**config.mk**
```make
export PLATFORM = sky130hd
export DESIGN_NAME = reg_scoreboard_flat
export DESIGN_NICKNAME = d
export VERILOG_FILES = /design/src/rtl/reg_scoreboard_if.sv /design/src/rtl/reg_scoreboard.sv /design/src/flat_wrapper.sv
export SDC_FILE = /design/constraint.sdc
export NUM_CORES = 1
export LEC_CHECK = 0
export ABC_AREA = 1
export ABC_CLOCK_PERIOD_IN_PS = 4100
export CAP_MARGIN = 20
export CORE_MARGIN = 5
export CORE_UTILIZATION = 50
export CTS_CLUSTER_DIAMETER = 40
export DETAILED_ROUTE_END_ITERATION = 10
export PLACE_DENSITY = 0.79
export SLEW_MARGIN = 20
export SYNTH_ARGS = -nofsm -noshare
export SYNTH_HDL_FRONTEND = slang
export SYNTH_SLANG_ARGS = --single-unit
```
**constraint.sdc**
```tcl
create_clock -name clk -period 4.1 [get_ports clk]
set_input_delay 0.82 -clock clk [delete_from_list [all_inputs] [get_ports clk]]
set_output_delay 0.82 -clock clk [all_outputs]
set_load 0.1 [all_outputs]
```
**src/rtl/reg_scoreboard_if.sv**
```systemverilog
// reg_scoreboard_if
//   Groups the decode/writeback side of the RAW scoreboard into one bundle.
//   Ports (as signals of the bundle):
//     rs1_addr/rs2_addr, rs1_used/rs2_used : decode source operands
//     issue_valid/issue_we/issue_rd        : instruction presented to decode
//     wb_valid/wb_rd                       : register-file writeback
//     stall                                : decode hold (instruction not accepted)
//     outstanding                          : total pending writes, all registers
//     wb_underflow                         : sticky writeback-to-idle-register error
//   master = decode/writeback pipeline, slave = scoreboard.
interface reg_scoreboard_if #(
    parameter int ADDRESS_WIDTH = 5,
    parameter int CNT_WIDTH     = 2
);
    logic [ADDRESS_WIDTH-1:0]           rs1_addr;
    logic [ADDRESS_WIDTH-1:0]           rs2_addr;
    logic                               rs1_used;
    logic                               rs2_used;
    logic                               issue_valid;
    logic                               issue_we;
    logic [ADDRESS_WIDTH-1:0]           issue_rd;
    logic                               wb_valid;
    logic [ADDRESS_WIDTH-1:0]           wb_rd;
    logic                               stall;
    logic [ADDRESS_WIDTH+CNT_WIDTH-1:0] outstanding;
    logic                               wb_underflow;

    modport master (
        output rs1_addr, rs2_addr, rs1_used, rs2_used,
        output issue_valid, issue_we, issue_rd,
        output wb_valid, wb_rd,
        input  stall, outstanding, wb_underflow
    );

    modport slave (
        input  rs1_addr, rs2_addr, rs1_used, rs2_used,
        input  issue_valid, issue_we, issue_rd,
        input  wb_valid, wb_rd,
        output stall, outstanding, wb_underflow
    );
endinterface

```
**src/rtl/reg_scoreboard.sv**
```systemverilog
// reg_scoreboard
//   Per-register RAW hazard tracker beside the decode-stage register file.
//   Each architectural register (except x0) owns a small pending-write counter,
//   raised when an instruction writing it issues and lowered on its writeback.
//   Decode stalls while a used source is still pending or the destination
//   counter is saturated.
//   Ports:
//     clk  : rising-edge clock
//     rst  : synchronous active-high reset
//     sb   : reg_scoreboard_if.slave (decode sources, issue, writeback,
//            stall / outstanding / wb_underflow outputs)

// Single register's pending-write counter.
//   inc : an accepted instruction allocates this register
//   dec : a writeback targets this register
//   Both in the same cycle cancel. A writeback to an idle counter is ignored
//   here (the error is flagged at the top level).
module reg_scoreboard_cnt #(
    parameter int CNT_WIDTH = 2
) (
    input  logic                 clk,
    input  logic                 rst,
    input  logic                 inc,
    input  logic                 dec,
    output logic [CNT_WIDTH-1:0] cnt
);
    localparam logic [CNT_WIDTH-1:0] ONE = 1;

    always_ff @(posedge clk) begin
        if (rst)
            cnt <= '0;
        else if (inc && !dec)
            cnt <= cnt + ONE;      // saturation is prevented by the issue stall
        else if (dec && !inc && cnt != '0)
            cnt <= cnt - ONE;
    end
endmodule

module reg_scoreboard #(
    parameter int ADDRESS_WIDTH = 5,
    parameter int CNT_WIDTH     = 2
) (
    input logic           clk,
    input logic           rst,
    reg_scoreboard_if.slave sb
);
    localparam int NREG = 2 ** ADDRESS_WIDTH;
    localparam int OW   = ADDRESS_WIDTH + CNT_WIDTH;
    localparam logic [CNT_WIDTH-1:0] CNT_MAX = '1;
    localparam logic [CNT_WIDTH-1:0] CNT_ONE = 1;
    localparam logic [OW-1:0]        OUT_ONE = 1;

    logic [NREG-1:0][CNT_WIDTH-1:0] cnt;
    logic [NREG-1:0]                inc;
    logic [NREG-1:0]                dec;

    logic pend1, pend2, haz_a, haz_b, sat;
    logic alloc, wb_nz, wb_eff, underflow;
    logic [CNT_WIDTH-1:0] cnt_rs1, cnt_rs2, cnt_rd, cnt_wb;

    assign cnt_rs1 = cnt[sb.rs1_addr];
    assign cnt_rs2 = cnt[sb.rs2_addr];
    assign cnt_rd  = cnt[sb.issue_rd];
    assign cnt_wb  = cnt[sb.wb_rd];

    // A last outstanding write landing this cycle is not a hazard: the
    // register file writes on the falling edge, so decode sees the new value.
    // cnt[0] is tied to 0, so x0 never reads pending.
    assign pend1 = (cnt_rs1 != '0) &&
                   !(sb.wb_valid && sb.wb_rd == sb.rs1_addr && cnt_rs1 == CNT_ONE);
    assign pend2 = (cnt_rs2 != '0) &&
                   !(sb.wb_valid && sb.wb_rd == sb.rs2_addr && cnt_rs2 == CNT_ONE);

    assign haz_a = sb.rs1_used && pend1;
    assign haz_b = sb.rs2_used && pend2;

    // Full destination counter blocks a new allocation unless a writeback to
    // the same register frees a slot in the same cycle.
    assign sat = sb.issue_we && (sb.issue_rd != '0) && (cnt_rd == CNT_MAX) &&
                 !(sb.wb_valid && sb.wb_rd == sb.issue_rd);

    assign sb.stall = !rst && sb.issue_valid && (haz_a || haz_b || sat);

    assign alloc = sb.issue_valid && !sb.stall && sb.issue_we && (sb.issue_rd != '0);

    assign wb_nz = sb.wb_valid && (sb.wb_rd != '0);

    // A writeback counts as consumed when its counter is live, or when it
    // pairs with a same-cycle allocation of the same register (net zero).
    assign wb_eff = wb_nz && ((cnt_wb != '0) || (alloc && sb.issue_rd == sb.wb_rd));

    assign underflow = wb_nz && (cnt_wb == '0) && !(alloc && sb.issue_rd == sb.wb_rd);

    assign cnt[0] = '0;
    assign inc[0] = 1'b0;
    assign dec[0] = 1'b0;

    genvar r;
    generate
        for (r = 1; r < NREG; r++) begin : g_reg
            assign inc[r] = alloc && (sb.issue_rd == ADDRESS_WIDTH'(r));
            assign dec[r] = wb_nz && (sb.wb_rd == ADDRESS_WIDTH'(r));

            reg_scoreboard_cnt #(.CNT_WIDTH(CNT_WIDTH)) u_cnt (
                .clk (clk),
                .rst (rst),
                .inc (inc[r]),
                .dec (dec[r]),
                .cnt (cnt[r])
            );
        end
    endgenerate

    // Running sum of all counters, kept incrementally rather than by an adder tree.
    always_ff @(posedge clk) begin
        if (rst) begin
            sb.outstanding  <= '0;
            sb.wb_underflow <= 1'b0;
        end else begin
            case ({alloc, wb_eff})
                2'b10:   sb.outstanding <= sb.outstanding + OUT_ONE;
                2'b01:   sb.outstanding <= sb.outstanding - OUT_ONE;
                default: sb.outstanding <= sb.outstanding;
            endcase
            if (underflow)
                sb.wb_underflow <= 1'b1;
        end
    end
endmodule

```
**src/flat_wrapper.sv**
```systemverilog
// flat-port wrapper written by rule: the top's interface ports become plain ports
module reg_scoreboard_flat 
#(
    parameter int ADDRESS_WIDTH = 5,
    parameter int CNT_WIDTH     = 2
)
  (clk, rst, sb_rs1_addr, sb_rs2_addr, sb_rs1_used, sb_rs2_used, sb_issue_valid, sb_issue_we, sb_issue_rd, sb_wb_valid, sb_wb_rd, sb_stall, sb_outstanding, sb_wb_underflow);
  reg_scoreboard_if #(.ADDRESS_WIDTH(ADDRESS_WIDTH), .CNT_WIDTH(CNT_WIDTH)) sb_i ();
  input logic clk;
  input logic rst;
  input wire logic [$bits(sb_i.rs1_addr)-1:0] sb_rs1_addr;
  input wire logic [$bits(sb_i.rs2_addr)-1:0] sb_rs2_addr;
  input wire logic [$bits(sb_i.rs1_used)-1:0] sb_rs1_used;
  input wire logic [$bits(sb_i.rs2_used)-1:0] sb_rs2_used;
  input wire logic [$bits(sb_i.issue_valid)-1:0] sb_issue_valid;
  input wire logic [$bits(sb_i.issue_we)-1:0] sb_issue_we;
  input wire logic [$bits(sb_i.issue_rd)-1:0] sb_issue_rd;
  input wire logic [$bits(sb_i.wb_valid)-1:0] sb_wb_valid;
  input wire logic [$bits(sb_i.wb_rd)-1:0] sb_wb_rd;
  output wire logic [$bits(sb_i.stall)-1:0] sb_stall;
  output wire logic [$bits(sb_i.outstanding)-1:0] sb_outstanding;
  output wire logic [$bits(sb_i.wb_underflow)-1:0] sb_wb_underflow;
  assign sb_i.rs1_addr = sb_rs1_addr;
  assign sb_i.rs2_addr = sb_rs2_addr;
  assign sb_i.rs1_used = sb_rs1_used;
  assign sb_i.rs2_used = sb_rs2_used;
  assign sb_i.issue_valid = sb_issue_valid;
  assign sb_i.issue_we = sb_issue_we;
  assign sb_i.issue_rd = sb_issue_rd;
  assign sb_i.wb_valid = sb_wb_valid;
  assign sb_i.wb_rd = sb_wb_rd;
  assign sb_stall = sb_i.stall;
  assign sb_outstanding = sb_i.outstanding;
  assign sb_wb_underflow = sb_i.wb_underflow;
  reg_scoreboard #(.ADDRESS_WIDTH(ADDRESS_WIDTH), .CNT_WIDTH(CNT_WIDTH)) u_core (.clk(clk), .rst(rst), .sb(sb_i));
endmodule
```
==> results.toml <==
[outcome]
outcome = "finished clean"

[logic_synthesis]
synth-edff-count = 0
synth-seq-cells = 70
synthesis.area_sq_mm = 0.00741
synth_nets = 1416
synthDominantCellAreaShare_pct = 18.9
synthesized_area_per_cell_sq_um = 5.36
ys_dominant_reg_cell = "sky130_fd_sc_hd__dfxtp_1"
ys_async_sr_fraction_pct = 0
synth.distinct_cells = 39
synthesis.yosys.warnings = 0
netlist_instances = 1382
yosys.area.top_type = "sky130_fd_sc_hd__dfxtp_1"
synth_area_leaders = "sky130_fd_sc_hd__dfxtp_1 19%, sky130_fd_sc_hd__nand2_1 17%, sky130_fd_sc_hd__nand3_1 14%"
synth_seq_area_share_pct = 18.9

[worst_setup_path]
path_max_fanout = 10
required_ps = 4340
element_type_at_the_critical_path_end = "flip-flop"
critical_path_class = "input pin to flip-flop"
worst-endpoint-arrival_ps = 4260
cpPeakStageDelay_ps = 380
timing.critical_path.from_type = "input pin"
worst_path_max_delay_cell = "sky130_fd_sc_hd__fa_2"

[floorplan]
rows = 44
chipWidth_um = 132
io_pins = 36
floorplan.core_area_sq_mm = 0.0145
initial_core_util_pct = 51.0
die_y_um = 132
die_area_sq_mm = 0.0174

[grt]
pin_count_of_the_biggest_net_entering_global_routing = 63
first_global_vias = 9089
grt_pass1_wl_mm = 46.1
globalRouteTotalUtil_pct = 32.2
antenna_found_initial = 0
grt_overflow_total = 0

[timing]
fin_setup_tns_ps = 0
layout_worst_path_cycle_share_pct = 98.2
report.final.hold_viol_count = 0
fmax_ghz = 0.248
number_of_pins_with_negative_max_slew_slack_in_the_final_report = 0
tightestPinTransition_ps = 973
timing.final.crit_period_ps = 4030
worst_clk_skew_ps = 9.18
timing.slew.headroom_pct = 34.9
setup_viol_count_final = 0

[drt]
drt_pass1_iterations = 7
drt-vias-per-instance = 5.97
final_antenna_net_count = 0
avgRoutedWirePerCell_um = 17.6
via_count = 10008
wl_mm = 29.6
drt-initial-drc-count = 1371
drc = 0

[layout]
layout.cell_area.non_filler_sq_mm = 0.00917
layout.area.seq_sq_mm = 0.00140
final_nets = 1523
final_cells = 1677
antenna_cells = 0
area.growth.synth_to_final_pct = 23.7
n_fill_cell = 1405
fraction_of_final_layout_cells_sized_beyond_drive_strength_1_pct = 14.7
multiInputGateArea_sq_mm = 0.00519

[power_and_ir_drop]
p_int_w = 0.00147
clockPowerShare_pct = 40.1
power-per-cell-area_mw_per_mm2 = 239
switchingPower_w = 0.000722
total_leakage_power_nw = 3.85
pwr-share-comb_pct = 27.8
ir_worst_vdd_mv = 0.230
p_sw_share_pct = 33.0
seq_power_share_pct = 32.1

[flow_run]
timing.max_cap.violations = 0

[place]
hpwlAfterDp_mm = 21.6
dpl_cell_area_sq_mm = 0.00863
place.gp.congestion = 1.07
dpl.cell_count = 1656
count_of_input_and_output_buffers = 35

[clock_tree]
clock_insertion_delay_worst_skew_ps = 350
tritoncts_num_sinks = 70
maximum_clock_path_buffer_count = 2
worst_setup_hold_path_clk_slew_ps = 60
cts_tree = "done"
ctsHtreeMaxLevel = 3
clock_tree.root_cell = "sky130_fd_sc_hd__clkbuf_16"
cts_made_buffers = 9

[hold_path]
type_of_the_worst_min_delay_path = "flip-flop to flip-flop"
==> critical path, delay by kind of cell <==
kind	cells	cell delay [ps]
AOI/OAI and AO/OA	8	1030
adders and majority gates	2	580
buffers and inverters	6	700
and+or+nand+nor	11	1100
==> cell type report <==
type / instances / share of cell area (%)
timing repair buffer: 160 / 15.1
clock inverter: 3 / 0.737
multi-input combinational: 1079 / 56.6
sequential: 70 / 15.3
clock buffer: 12 / 2.80
inverter: 169 / 7.00
tap: 184 / 2.51
==> final timing paths <==
check / startpoint / end / slack [ps] / cells after the start
hold / removal: u_core.sb.outstanding[6] / u_core.sb.outstanding[6] / 470 / 2
setup / recovery: sb_rs2_addr[0] / u_core.sb.outstanding[6] / 70 / 27
setup reg to reg: u_core.g_reg[16].u_cnt.cnt[1] / u_core.sb.outstanding[6] / 420 / 25
hold reg to reg: u_core.sb.outstanding[6] / u_core.sb.outstanding[6] / 470 / 2
==> sequential cells by signal, summed over array words and instances (netlist names) <==
register	cells
u_core.g.u_cnt.cnt	62
u_core.sb.outstanding	7
u_core.sb.wb_underflow	1
==> power groups by stage <==
stage	Sequential, W	Clock [W]	Combinational [W]
6_report	0.000702	0.000879	0.000609
5_1_grt	0.000704	0.000922	0.000643
4_1_cts	0.000702	0.000890	0.000564
3_5_place_dp	0.000716	0	0.000559
3_3_place_gp	0.000716	0	0.000554
2_1_floorplan	0.000771	0	0.000276
==> per-stage QoR <==
stage          power, W  utilization (%)  setup WS [ps]  hold WS, ps
6_report        0.00219             63.1           74.3          469
5_1_grt         0.00227             63.1          -76.9          506
4_1_cts         0.00216             61.9           22.3          471
3_5_place_dp    0.00128             59.4           -884          458
3_3_place_gp    0.00127             59.4           -805          456
2_1_floorplan   0.00105                -           54.9          462
==> Yosys cell counts (2+ instances only) <==
master / n
sky130_fd_sc_hd__o211ai_1: 11
sky130_fd_sc_hd__a21oi_1: 45
sky130_fd_sc_hd__dfxtp_1: 70
sky130_fd_sc_hd__nor2_1: 259
sky130_fd_sc_hd__o41ai_1: 2
sky130_fd_sc_hd__buf_2: 25
sky130_fd_sc_hd__xnor2_1: 2
sky130_fd_sc_hd__nand4_1: 52
sky130_fd_sc_hd__buf_6: 6
sky130_fd_sc_hd__inv_1: 155
sky130_fd_sc_hd__ha_1: 6
sky130_fd_sc_hd__o22ai_1: 2
sky130_fd_sc_hd__inv_2: 11
sky130_fd_sc_hd__nor3_1: 25
sky130_fd_sc_hd__xor2_1: 5
sky130_fd_sc_hd__nand2_2: 3
sky130_fd_sc_hd__nand3_2: 17
sky130_fd_sc_hd__o21ai_1: 3
sky130_fd_sc_hd__buf_4: 9
sky130_fd_sc_hd__o2111ai_1: 2
sky130_fd_sc_hd__clkbuf_1: 21
sky130_fd_sc_hd__o21ai_0: 65
sky130_fd_sc_hd__o21bai_1: 18
sky130_fd_sc_hd__nand3_1: 214
sky130_fd_sc_hd__nor4_1: 2
sky130_fd_sc_hd__buf_1: 3
sky130_fd_sc_hd__nand2_1: 334
sky130_fd_sc_hd__o31ai_1: 2
sky130_fd_sc_hd__clkinv_1: 3
==> cells in the final DEF, fill, tap and decap left out, types with 3 or more instances in the layout <==
master and n:
sky130_fd_sc_hd__nor3_1 25, sky130_fd_sc_hd__xor2_1 5, sky130_fd_sc_hd__clkbuf_16 11, sky130_fd_sc_hd__buf_6 3
sky130_fd_sc_hd__dfxtp_1 70, sky130_fd_sc_hd__nand2_1 330, sky130_fd_sc_hd__o21ai_0 63, sky130_fd_sc_hd__o21bai_1 18
sky130_fd_sc_hd__dlymetal6s2s_1 6, sky130_fd_sc_hd__nand3_1 206, sky130_fd_sc_hd__o211ai_1 11, sky130_fd_sc_hd__nor2_1 251
sky130_fd_sc_hd__inv_1 152, sky130_fd_sc_hd__a21oi_1 41, sky130_fd_sc_hd__clkbuf_2 10, sky130_fd_sc_hd__nor2_4 3
sky130_fd_sc_hd__nand4_1 52, sky130_fd_sc_hd__inv_2 12, sky130_fd_sc_hd__buf_12 7, sky130_fd_sc_hd__ha_1 3
sky130_fd_sc_hd__buf_4 114, sky130_fd_sc_hd__a21oi_2 3, sky130_fd_sc_hd__clkdlybuf4s50_1 14, sky130_fd_sc_hd__clkinv_1 3
sky130_fd_sc_hd__nor2_2 7, sky130_fd_sc_hd__o21ai_1 4, sky130_fd_sc_hd__nand3_2 23, sky130_fd_sc_hd__nand2_2 6
==> cells by family after synthesis <==
group / Yosys count / synth area share [%]
simple gates: 911 / 53.8
buf+inv: 233 / 13.3
compound gates: 154 / 11.9
flops: 70 / 18.9
xor+xnor: 7 / 0.827
fa+ha+maj: 7 / 1.28
==> per-layer routing <==
layer / up-vias / track usage [%] / part of all wire [%]
met3: 172 / 8.09 / 13
li1: 4714 / - / -
met5: - / 0 / 0
met2: 680 / 50.1 / 42
met1: 4442 / 41.0 / 38
met4: 0 / 17.4 / 6.5
==> timing repair <==
action,in CTS,in global routing
gates cloned,0,2
buffers inserted,1,3
resized for setup,29,63
hold buffers,0,0
pin swaps,3,12
endpoints found under the setup margin,6,5
No activity file was read; power rests on OpenSTA's default activity.
